`src/rtl/pipe_share_pkg.sv`:
```
// Shared types and helpers for the pipe_share_arbiter block.
// Contents: requester-ID width function, tag slot struct, statistics counter width.
// Optional build macro used by the top: PIPE_SHARE_STATS_EN (statistics counters).
package pipe_share_pkg;

  // Largest supported requester count is 16, so a 4-bit tag covers every build.
  localparam int MAX_ID_W = 4;
  localparam int STAT_W   = 32;

  // Requester tag width; a single-bit tag is kept even for degenerate counts.
  function automatic int id_width(input int n);
    return (n <= 2) ? 1 : $clog2(n);
  endfunction

  // One slot of the latency-matched tag shift register.
  typedef struct packed {
    logic                vld;
    logic [MAX_ID_W-1:0] id;
  } tag_t;

endpackage

```
`src/rtl/rr_arbiter.sv`:
```
// Combinational round-robin arbiter: picks the first eligible requester at or after ptr.
// Ports: eligible (per-requester), ptr (search start) -> grant (one-hot), idx, any.
// Zero latency; pointer state is owned by the caller.
module rr_arbiter
  import pipe_share_pkg::*;
#(
  parameter int NUM_REQ = 4,
  parameter int ID_W    = id_width(NUM_REQ)
) (
  input  logic [NUM_REQ-1:0] eligible,
  input  logic [ID_W-1:0]    ptr,
  output logic [NUM_REQ-1:0] grant,
  output logic [ID_W-1:0]    idx,
  output logic               any
);

  // One extra bit so ptr+k can be folded back below NUM_REQ for non-power-of-2 counts.
  logic [ID_W:0] cand;

  always_comb begin
    grant = '0;
    idx   = '0;
    any   = 1'b0;
    cand  = '0;
    for (int k = 0; k < NUM_REQ; k++) begin
      cand = {1'b0, ptr} + (ID_W+1)'(k);
      if (cand >= (ID_W+1)'(NUM_REQ)) cand = cand - (ID_W+1)'(NUM_REQ);
      if (!any && eligible[cand[ID_W-1:0]]) begin
        any = 1'b1;
        idx = cand[ID_W-1:0];
      end
    end
    if (any) grant[idx] = 1'b1;
  end

endmodule

```
`src/rtl/pipe_share_arbiter.sv`:
```
// Shares one fixed-latency increment pipeline among NUM_REQ requesters (round-robin, 1 op/cycle).
// Ports: req_* (operands in), pipe_* (pipeline side), rsp_* (one-entry result buffers),
//   err_orphan (sticky tag/result mismatch), stat_issued/stat_wait (zero unless PIPE_SHARE_STATS_EN).
// Grant at T gives rsp_valid at T+PIPE_LAT+1; a requester is not re-granted until its buffer drains.
module pipe_share_arbiter
  import pipe_share_pkg::*;
#(
  parameter int NUM_REQ  = 4,
  parameter int DATA_W   = 32,
  parameter int PIPE_LAT = 2
) (
  input  logic                       clk,
  input  logic                       rst,
  input  logic [NUM_REQ-1:0]         req_valid,
  input  logic [NUM_REQ*DATA_W-1:0]  req_data,
  output logic [NUM_REQ-1:0]         req_ready,
  output logic                       pipe_input_valid,
  output logic [DATA_W-1:0]          pipe_x,
  input  logic                       pipe_output_valid,
  input  logic [DATA_W-1:0]          pipe_out,
  output logic [NUM_REQ-1:0]         rsp_valid,
  output logic [NUM_REQ*DATA_W-1:0]  rsp_data,
  input  logic [NUM_REQ-1:0]         rsp_ready,
  output logic                       err_orphan,
  output logic [STAT_W-1:0]          stat_issued,
  output logic [STAT_W-1:0]          stat_wait
);

  localparam int ID_W = id_width(NUM_REQ);

  logic [NUM_REQ-1:0] busy;
  logic [ID_W-1:0]    ptr;
  logic [NUM_REQ-1:0] grant;
  logic [ID_W-1:0]    gnt_idx;
  logic               gnt_any;
  tag_t               tag_q [PIPE_LAT];
  tag_t               tail;
  logic               result_wr;

  // busy is registered, so a buffer popped this cycle is only re-eligible next cycle.
  rr_arbiter #(.NUM_REQ(NUM_REQ), .ID_W(ID_W)) u_arb (
    .eligible (req_valid & ~busy),
    .ptr      (ptr),
    .grant    (grant),
    .idx      (gnt_idx),
    .any      (gnt_any)
  );

  assign req_ready        = grant;
  assign pipe_input_valid = gnt_any;

  always_comb begin
    pipe_x = '0;
    for (int i = 0; i < NUM_REQ; i++) begin
      if (grant[i]) pipe_x = req_data[i*DATA_W +: DATA_W];
    end
  end

  // Tail of the tag pipe lines up with the pipeline's output strobe.
  assign tail      = tag_q[PIPE_LAT-1];
  assign result_wr = pipe_output_valid & tail.vld;

  always_ff @(posedge clk) begin
    if (rst) begin
      for (int s = 0; s < PIPE_LAT; s++) tag_q[s] <= '0;
    end else begin
      tag_q[0] <= '{vld: gnt_any, id: MAX_ID_W'(gnt_idx)};
      for (int s = 1; s < PIPE_LAT; s++) tag_q[s] <= tag_q[s-1];
    end
  end

  always_ff @(posedge clk) begin
    if (rst) begin
      busy       <= '0;
      ptr        <= '0;
      rsp_valid  <= '0;
      rsp_data   <= '0;
      err_orphan <= 1'b0;
    end else begin
      busy <= (busy | grant) & ~(rsp_valid & rsp_ready);
      if (gnt_any) begin
        ptr <= (gnt_idx == ID_W'(NUM_REQ-1)) ? '0 : gnt_idx + ID_W'(1);
      end
      // A write and a pop to the same buffer never coincide: busy holds off reissue.
      for (int i = 0; i < NUM_REQ; i++) begin
        if (result_wr && tail.id == MAX_ID_W'(i)) begin
          rsp_valid[i]                   <= 1'b1;
          rsp_data[i*DATA_W +: DATA_W]   <= pipe_out;
        end else if (rsp_valid[i] && rsp_ready[i]) begin
          rsp_valid[i] <= 1'b0;
        end
      end
      // Result without a tag, or tag without a result: both mean lost bookkeeping.
      if (pipe_output_valid != tail.vld) err_orphan <= 1'b1;
    end
  end

`ifdef PIPE_SHARE_STATS_EN
  logic [STAT_W-1:0] issued_q;
  logic [STAT_W-1:0] wait_q;

  always_ff @(posedge clk) begin
    if (rst) begin
      issued_q <= '0;
      wait_q   <= '0;
    end else begin
      if (gnt_any) issued_q <= issued_q + STAT_W'(1);
      if (|(req_valid & ~grant)) wait_q <= wait_q + STAT_W'(1);
    end
  end

  assign stat_issued = issued_q;
  assign stat_wait   = wait_q;
`else
  assign stat_issued = '0;
  assign stat_wait   = '0;
`endif

endmodule

```
`config.mk`:
```
export PLATFORM = sky130hd
export DESIGN_NAME = pipe_share_arbiter
export DESIGN_NICKNAME = d
export VERILOG_FILES = /design/src/rtl/pipe_share_pkg.sv /design/src/rtl/rr_arbiter.sv /design/src/rtl/pipe_share_arbiter.sv
export SDC_FILE = /design/constraint.sdc
export NUM_CORES = 1
export LEC_CHECK = 0
export CAP_MARGIN = 20
export CORE_AREA = 3 3 156 158
export DETAILED_ROUTE_END_ITERATION = 7
export DIE_AREA = 0 0 159 161
export GPL_TIMING_DRIVEN = 0
export MAX_ROUTING_LAYER = met4
export PLACE_DENSITY = 0.66
export SLEW_MARGIN = 20
export SYNTH_ARGS = -nofsm -noshare
export SYNTH_HDL_FRONTEND = slang
export SYNTH_HIERARCHICAL = 1
export SYNTH_SLANG_ARGS = --single-unit
```
`constraint.sdc`:
```
create_clock -name clk -period 5.35 [get_ports clk]
set_input_delay 0.8025 -clock clk [delete_from_list [all_inputs] [get_ports clk]]
set_output_delay 0.8025 -clock clk [all_outputs]
set_load 0.005 [all_outputs]
```
==> impl_metrics.toml <==
[route]
post-route-drc-count = 0
antenna_left = 0
vias_per_cell = 4.44
first_pass_iters = 4
wl_per_cell_microns = 18.0
first_iter_violations = 362
drt_wl_total_mm = 28.6
vias = 7077

[finish]
layout.nets = 1427
final_cell_area_sq_mm = 0.0110
fillers = 2296
register_area_sq_mm = 0.00290
fin_util = 0.474
syn_to_final_growth_pct = 71.8
multiInputGateArea_sq_mm = 0.00292
stdcell_count = 1594
drive_gt1_frac = 0.109

[sta]
finClkSkew_ps = 5.61
setup-tns-final_ps = 0
setup_violations = 0
fin_crit_ps = 4490
worst_pin_slew_ps = 754
finalCritPeriodShare = 0.839
relSlewSlack = 0.497
rsz0062_at_grt = "false"
slew_viol_final = 0
fmax_mhz = 223
hold_violations = 0

[yosys]
synthFlopType = "dfxtp_1"
synth_area_leaders = "dfxtp_1 (45%), nand2_1 (15%), a21oi_1 (13%), buf_4 (7.6%), a22oi_1 (3.6%)"
synth_xor_area_frac = 0
synthArstFlopShare = 0
synthAdderAreaFrac = 0.00390
ys_seq_area_frac = 0.453
synth_top_family_by_area = "compound AO/OA/AOI/OAI gates"
synthesis.area_sq_mm = 0.00641
synth-seq-cells = 145
avgSynthCellArea_sq_um = 7.70
ys_warn_count = 6
yosys.area.top_type = "dfxtp_1"
synth_edf_count = 0
synth.most_common_cell = "nand2_1"
synth_compound_area_frac = 0.218
yosys.area_share.simple = 0.191
synth_cells = 833
yosysTopAreaCellShare = 0.453
ys_top_cells_by_count = "nand2_1 (258), a21oi_1 (166), dfxtp_1 (145)"
synth_mux_area_frac = 0.00468
synth.distinct_cells = 39

[place]
place_area_sq_mm = 0.0104
dp_cells = 1554
gp_congestion = 0.885
portBuffers = 339
hpwl_mm = 22.9

[power_and_ir_drop]
power.leakage_nw = 4.08
switching_share = 0.296
clkPwrFrac = 0.328
seq_power_share = 0.337
power_mw = 3.40
ir_drop_uv = 155
switching_power_mw = 1.01
comb_power_share = 0.335
intPower_mw = 2.39
powerDensity_mw_per_mm2 = 309

[grt]
grt_usage = 0.222
grt_max_degree = 17
grt.overflow.total = 0
grt_pass1_vias = 6997
antenna_found_initial = 9
grt_pass1_wl_mm = 42.7

[floorplanning]
core_sq_mm = 0.0233
die_width_microns = 159
dieArea_sq_mm = 0.0256
ioPinCount = 405
num_rows = 56
initial_core_util = 0.276
die_h_microns = 161

[clocking]
root_buffer = "clkbuf_16"
cts_max_level = 4
cts_tree = "built"
cts_made_buffers = 17
cts_post_setup_buffers_inserted = 0
ctsLongestPathBuffers = 2
cts.repair.resized = 0
clk_pin_slew_ps = 60
worstSkewPairLatency_ps = 420
numClockSinks = 145
holdBufCountCts = 0

[setup_path]
worst_ep_arrival_time_ps = 3680
cp-end-kind = "output pin"
crit_required_ps = 4550
critPathMaxFanout = 10
worstSetupStartpointType = "input port"
crit_type = "input port to output pin"

[status]
outcome = "finished, final reports clean"

[run]
cap_viol_max_count = 0

[worst_hold_path]
hp-class = "register to register"
-- flip-flops by register name, indices dropped and copies added, names as in the netlist --
register    count
busy            4
err_orphan      1
ptr             2
rsp_data      128
rsp_valid       4
tag_q           6
-- stage by stage --
stage               hold slack [ps]  setup slack, ps
finish                          439              864
global route                    465              581
CTS                             451              764
detailed placement              425              776
global placement                435              792
floorplan                       414             2330
-- power groups by stage --
stage / combinational (mW) / clock [mW] / sequential [mW]
3_3_place_gp: 1.13 / 0 / 1.16
6_report: 1.14 / 1.12 / 1.14
2_1_floorplan: 0.501 / 0 / 1.16
5_1_grt: 1.23 / 1.19 / 1.15
4_1_cts: 1.14 / 1.14 / 1.14
3_5_place_dp: 1.14 / 0 / 1.17
-- worst max-delay path: stages --
cell,delay (ps)
clkdlybuf4s50_1,450
nor2b_1,220
clkbuf_2,230
nor2_1,70
o21ai_0,150
a21boi_0,250
nand2b_1,220
clkbuf_1,390
o22ai_1,210
a21oi_1,160
clkdlybuf4s50_1,530
-- cell families after synthesis --
group | after synthesis
buffers and inverters | 134
AO/OA/AOI/OAI | 246
AND/OR/NAND/NOR | 302
adder cells (fa/ha/maj) | 2
multiplexers | 3
other | 1
flip-flops | 145
-- final timing paths --
| path | depth (start not counted) | slack (ps) | endpoint | from |
|---|---|---|---|---|
| setup reg to reg | 7 | 3340 | busy[1] | busy[1] |
| hold reg to reg | 1 | 440 | tag_q[0][9] | tag_q[0][4] |
| setup / recovery | 11 | 860 | pipe_x[1] | req_valid[1] |
| hold / removal | 1 | 440 | tag_q[0][9] | tag_q[0][4] |
-- layout by cell type (no fill, tap or decap), drive strengths merged, types with 2 or more instances in the layout --
| cell | count |
|---|---|
| mux2i | 3 |
| o21ai | 3 |
| clkinvlp | 3 |
| nor2b | 11 |
| clkbuf | 45 |
| ha | 2 |
| a211oi | 4 |
| nand2b | 6 |
| nor3b | 2 |
| buf | 102 |
| o221a | 2 |
| diode | 9 |
| clkdlybuf4s50 | 339 |
| o22ai | 31 |
| a22oi | 31 |
| nand2 | 258 |
| and3b | 2 |
| clkinv | 9 |
| dfxtp | 145 |
| conb | 64 |
| nor2 | 15 |
| nand3b | 3 |
| a21oi | 167 |
| inv | 5 |
-- final cells by class --
class                           instances  area share
Antenna cell                            9     0.00204
Multi-Input combinational cell        617       0.265
Clock buffer                           18      0.0399
Tap cell                              319      0.0362
Buffer                                129      0.0731
Inverter                                5     0.00170
Sequential cell                       145       0.263
Timing Repair Buffer                  339       0.308
Clock inverter                         13      0.0106
-- per-layer routing --
layer | part of all wire | GRT usage | vias up
met5 | 0 | - | -
met4 | 0.016 | 0.0824 | 0
met3 | 0.082 | 0.0718 | 23
met2 | 0.53 | 0.394 | 277
met1 | 0.37 | 0.231 | 3245
li1 | - | - | 3532
No activity file was read; power rests on OpenSTA's default activity.
